`config.mk`:
```
export PLATFORM = sky130hd
export DESIGN_NAME = jk_reg_bank
export DESIGN_NICKNAME = d
export VERILOG_FILES = /design/src/rtl/jk_reg_bank_pkg.sv /design/src/rtl/jk_reg_bank_cell.sv /design/src/rtl/jk_reg_bank.sv
export SDC_FILE = /design/constraint.sdc
export NUM_CORES = 1
export LEC_CHECK = 0
export CORE_MARGIN = 4
export CORE_UTILIZATION = 46
export CTS_CLUSTER_SIZE = 25
export DETAILED_ROUTE_END_ITERATION = 8
export PLACE_DENSITY = 0.95
export RECOVER_POWER = 25
export SLEW_MARGIN = 5
export SYNTH_ARGS = -nofsm -noshare
export SYNTH_HDL_FRONTEND = slang
export SYNTH_SLANG_ARGS = --single-unit
```
`constraint.sdc`:
```
create_clock -name clk -period 3.91 [get_ports clk]
set_input_delay 0.782 -clock clk [delete_from_list [all_inputs] [get_ports clk]]
set_output_delay 0.782 -clock clk [all_outputs]
set_load 0.05 [all_outputs]
```
`src/rtl/jk_reg_bank_pkg.sv`:
```
// rtl/jk_reg_bank_pkg.sv - mode encodings shared by the JK register bank and its users
package jk_reg_bank_pkg;

    localparam logic [1:0] MODE_JK    = 2'b00;
    localparam logic [1:0] MODE_D     = 2'b01;
    localparam logic [1:0] MODE_T     = 2'b10;
    localparam logic [1:0] MODE_COUNT = 2'b11;

endpackage

```
`src/rtl/jk_reg_bank_cell.sv`:
```
// rtl/jk_reg_bank_cell.sv - single JK flip-flop cell with async active-high reset
// Ports:
//   clk   rising-edge clock
//   rst   asynchronous active-high reset, loads RST_VAL
//   j, k  JK drive: 00 hold, 10 set, 01 reset, 11 toggle
//   q     cell state
//   q_bar complement of q
module jk_cell #(
    parameter logic RST_VAL = 1'b0
) (
    input  logic clk,
    input  logic rst,
    input  logic j,
    input  logic k,
    output logic q,
    output logic q_bar
);

    always_ff @(posedge clk or posedge rst) begin
        if (rst) begin
            q <= RST_VAL;
        end else begin
            case ({j, k})
                2'b10:   q <= 1'b1;
                2'b01:   q <= 1'b0;
                2'b11:   q <= ~q;
                default: q <= q;
            endcase
        end
    end

    assign q_bar = ~q;

endmodule

```
`src/rtl/jk_reg_bank.sv`:
```
// rtl/jk_reg_bank.sv - multi-mode register bank (JK / D / T / counter) built from JK cells
// Ports:
//   clk      rising-edge clock
//   rst      asynchronous active-high reset: q = RESET_VAL, changed = 0
//   mode     00 JK, 01 D, 10 T, 11 COUNT
//   en       enables the mode operation; clr/load act regardless
//   clr      synchronous clear to RESET_VAL (highest synchronous priority)
//   load     synchronous parallel load of d
//   d        load data, and data input in D mode
//   j        per-cell J in JK mode, per-cell T in T mode
//   k        per-cell K in JK mode
//   q        cell state
//   q_bar    complement of q
//   tc       combinational terminal count in COUNT mode
//   changed  high for one cycle after an edge on which q changed
module jk_reg_bank
    import jk_reg_bank_pkg::*;
#(
    parameter int                 WIDTH     = 4,
    parameter logic [WIDTH-1:0]   RESET_VAL = {WIDTH{1'b0}}
) (
    input  logic             clk,
    input  logic             rst,
    input  logic [1:0]       mode,
    input  logic             en,
    input  logic             clr,
    input  logic             load,
    input  logic [WIDTH-1:0] d,
    input  logic [WIDTH-1:0] j,
    input  logic [WIDTH-1:0] k,
    output logic [WIDTH-1:0] q,
    output logic [WIDTH-1:0] q_bar,
    output logic             tc,
    output logic             changed
);

    logic [WIDTH-1:0] j_drv;
    logic [WIDTH-1:0] k_drv;
    logic [WIDTH-1:0] carry;
    logic [WIDTH-1:0] q_next;

    // Ripple carry for the counter: a cell toggles when every lower cell is 1.
    always_comb begin
        carry    = '0;
        carry[0] = 1'b1;
        for (int i = 1; i < WIDTH; i++) begin
            carry[i] = carry[i-1] & q[i-1];
        end
    end

    // Every operation is expressed as J/K drive so storage stays pure JK cells.
    always_comb begin
        j_drv = '0;
        k_drv = '0;
        if (clr) begin
            j_drv = RESET_VAL;
            k_drv = ~RESET_VAL;
        end else if (load) begin
            j_drv = d;
            k_drv = ~d;
        end else if (en) begin
            case (mode)
                MODE_JK: begin
                    j_drv = j;
                    k_drv = k;
                end
                MODE_D: begin
                    j_drv = d;
                    k_drv = ~d;
                end
                MODE_T: begin
                    j_drv = j;
                    k_drv = j;
                end
                default: begin
                    j_drv = carry;
                    k_drv = carry;
                end
            endcase
        end
    end

    genvar gi;
    generate
        for (gi = 0; gi < WIDTH; gi++) begin : g_cell
            jk_cell #(
                .RST_VAL (RESET_VAL[gi])
            ) u_cell (
                .clk   (clk),
                .rst   (rst),
                .j     (j_drv[gi]),
                .k     (k_drv[gi]),
                .q     (q[gi]),
                .q_bar (q_bar[gi])
            );
        end
    endgenerate

    // Characteristic equation of a JK cell, used only to detect a change ahead of the edge.
    assign q_next = (j_drv & ~q) | (~k_drv & q);

    always_ff @(posedge clk or posedge rst) begin
        if (rst) begin
            changed <= 1'b0;
        end else begin
            changed <= (q_next != q);
        end
    end

    assign tc = (mode == MODE_COUNT) & en & (&q) & ~clr & ~load;

endmodule
```
==> impl_summary.log <==
[metrics] Distinct cells, synth: 39
[metrics] leading post-synthesis cells by cell area: dfrtp_1, buf_4, mux2i_1
[metrics] type of the most critical hold path: flop to flop
[metrics] Setup Slack @ Placement: 0.866 ns
[metrics] flop-to-flop setup slack: 2.30 ns
[metrics] setup repair after global routing missed its margin: no
[metrics] IO Pins: 29
[metrics] Die Area: around 2300 um2
[metrics] r2r worst-path depth: 5
[metrics] required time at the endpoint of the critical path: roughly 3.1 ns
[metrics] maximum fanout count along the critical path: 10
[metrics] height of the die: 47.7 um
[metrics] Post-Syn Instances: 96
[metrics] source of the worst hold timing path: g_cell[2].u_cell.q
[metrics] Worst-path clk slew: 0.04 ns
[metrics] worst-skew pair later-pin latency: 0.24 ns
[metrics] Resized cells post-CTS: 0
[metrics] final total negative setup slack: 0 ns
[metrics] number of antenna violations at the first check in global routing: 0
[metrics] Pins Over Slew Limit: 0
[metrics] horizontal die dimension: 47.7 um
[metrics] Avg Inst Size Synth: 7.53 um2
[metrics] fraction of post-synthesis cell area in the top cell type by area: around 17%
[metrics] pin count of the biggest net entering global routing: 15
[metrics] total routing usage reported by global routing: 16.6%
[metrics] startpoint type of the worst setup path: input port
[metrics] number of nets in the synthesized netlist: approximately 120
[metrics] source of the worst register-to-register timing path: g_cell[0].u_cell.q
[metrics] worst ir drop on vdd: 0.000102 V
[metrics] type of the worst setup path: input port to output port
[metrics] average via count per standard cell: between 5 and 6
[metrics] Syn-to-layout area delta: 30.8%
[metrics] achievable frequency: roughly 330 MHz
[metrics] routability cong.: just over 0.8
[metrics] status: finished, final reports clean
[metrics] first-pass GRT wire length: 2670 um
[metrics] number of buffers inserted for hold repair after clock tree synthesis: 0
[metrics] number of flops mapped to enable cells by yosys: 0
[metrics] number of CTS-inserted buffers: 3
[metrics] CP arrival: 2.28 ns
[metrics] portion of total power attributed to sequential cells: about a quarter
[metrics] switching share of power: between 40% and 50%
[metrics] number of DRC violations after detailed routing: 0
[metrics] total of warnings raised by yosys: 0
[metrics] startpoint of the worst setup timing path: clr
[metrics] shortest clock period the worst path allows after layout: 3.07 ns
[metrics] depth of the worst hold-timing path: 2
[metrics] top cells by instance count after synthesis: inv_1, buf_4, nor3_1
[metrics] root buffer selected by CTS: clkbuf_4
[metrics] critical path endpoint category: output port
[metrics] fraction of power consumed by the clock network: 23.2%
[metrics] final number of setup-violating endpoints: 0
[metrics] sum of routed wire length over all layers: 1790 um
[metrics] worst setup margin: 0.843 ns
[metrics] share of the clock period used by the worst path after layout: 78.4%
[metrics] fraction of synthesis flops using an asynchronous set or reset pin: 100%
[metrics] number of clock sinks: 5
[metrics] max-cap violations: 0
[metrics] Synth Cell Area: 723 um2
[metrics] Iteration-0 DRC Markers: 37
[metrics] final core utilization: 63.5%
[metrics] worst r2r dst: changed
[metrics] number of iterations in the first detailed-routing pass: 4
[metrics] total overflow reported by the global router: 0
[metrics] number of fill cells: 120
[metrics] routed vias: 769
[metrics] via count of the first global-routing pass: between 600 and 700
[metrics] Worst Hold Path EP: g_cell[2].u_cell.q
[metrics] switching power summed over all nets: 0.107 mW
[metrics] number of nets in the layout: 134
[metrics] H-tree lvl count: 1
[metrics] Non-Filler Cell Area, Final: 946 um2
[metrics] library cell with the highest instance count after synthesis: inv_1
[metrics] Buffers on Ports: 28
[metrics] remaining antenna violation count: 0
[metrics] share of cells above drive strength 1: 8.77%
[metrics] placed wire-length estimate after detailed placement: ~1400 um
[metrics] P per Cell Area: 273 nW/um2
[metrics] total setup buffers inserted after CTS: 0
[metrics] Slew headroom: between 60% and 70%
[metrics] Comb pwr share: between 50% and 60%
[metrics] internal power: 0.152 mW
[metrics] Least-Margin Pin Slew: 0.499 ns
[metrics] Fin. Hold Viols: 0
[metrics] antenna diode instance count: 0
[metrics] number of synthesized register bits: 5
[metrics] Core ar.: 1490 um2
[metrics] Worst Skew: 0.000210 ns
[metrics] clock tree from TritonCTS: done
[metrics] Top FF cell, synth: dfrtp_1
[metrics] area of all sequential standard cells: 125 um2
[metrics] DR WL/cell: 13.8 um
[metrics] leakage power: between 0.3 and 0.4 nW
[metrics] share of the yosys chip area belonging to registers: approximately 17%
[metrics] number of placement rows: 14
[metrics] combined area of the multi-input logic cells: around 450 um2
[metrics] total placed instance area: 920 um2
[metrics] maximum buffer depth of the clock tree: 2
[metrics] dominant cell type by area after synthesis: dfrtp_1
[metrics] initial core utilization: 48.6%
## worst max path at each step
stage / to
finish: tc
global route: tc
CTS: tc
detailed placement: tc
global placement: tc
floorplan: tc
## critical path, cell delays in order
cell and delay, ns:
clkdlybuf4s50_1 0.58, nand2b_1 0.24, or3_1 0.31, nor3_1 0.15, buf_4 0.23
## power groups by stage
| stage | clock, mW | sequential, mW | combinational (mW) |
|---|---|---|---|
| 6_report | 0.0600 | 0.0673 | 0.131 |
| 5_1_grt | 0.0651 | 0.0684 | 0.139 |
| 4_1_cts | 0.0623 | 0.0672 | 0.132 |
| 3_5_place_dp | 0 | 0.0678 | 0.131 |
| 3_3_place_gp | 0 | 0.0672 | 0.129 |
| 2_1_floorplan | 0 | 0.0692 | 0.0952 |
## kinds of logic (layout without fill, tap and decap cells)
| kind of cell | count (synthesis) | after routing | share of synthesized area, % |
|---|---|---|---|
| buffers and inverters | 26 | 44 | 20.8 |
| AND/OR/NAND/NOR | 31 | 31 | 24.7 |
| multiplexers | 5 | 5 | 6.92 |
| AO/OA/AOI/OAI | 29 | 29 | 30.3 |
| flip-flops | 5 | 5 | 17.3 |
## area by class of cell
class,instances,share of cell area (%)
repair buffers,29,30.2
multi-input cells,65,47.4
well taps,16,2.12
clock buffers,4,2.78
inverters,11,4.37
flip-flops and latches,5,13.2
## flip-flops by register name, indices dropped and copies added (netlist names)
signal and flops:
changed 1, g_cell.u_cell.q 4
## metal layers
layer	up-vias	wire length, um	global-route usage, %
met5	-	0	0
met4	0	36	9.68
met3	4	155	1.50
met2	39	862	27.8
met1	352	740	20.6
li1	374	-	-
## through the flow
stage | hold slack, ns | power, mW | std cells
2_1_floorplan | 0.561 | 0.164 | 96
3_3_place_gp | 0.612 | 0.196 | 126
3_5_place_dp | 0.634 | 0.199 | 126
4_1_cts | 0.642 | 0.261 | 130
5_1_grt | 0.688 | 0.273 | 130
6_report | 0.643 | 0.258 | 130
## placed cells by master (no fill, tap or decap), types with 2 or more instances in the layout
master,count
a311o_1,2
nand4_1,2
nor2_1,4
inv_1,11
clkbuf_4,3
a211oi_1,2
o31ai_1,2
mux2i_1,5
a21oi_1,5
a21o_1,2
nand3_1,2
buf_4,2
nor2b_1,2
clkdlybuf4s50_1,26
and2_1,2
nand2_1,5
dfrtp_1,5
o21ai_1,4
o21ai_0,2
nor3_1,6
No activity file was read; power rests on OpenSTA's default activity.
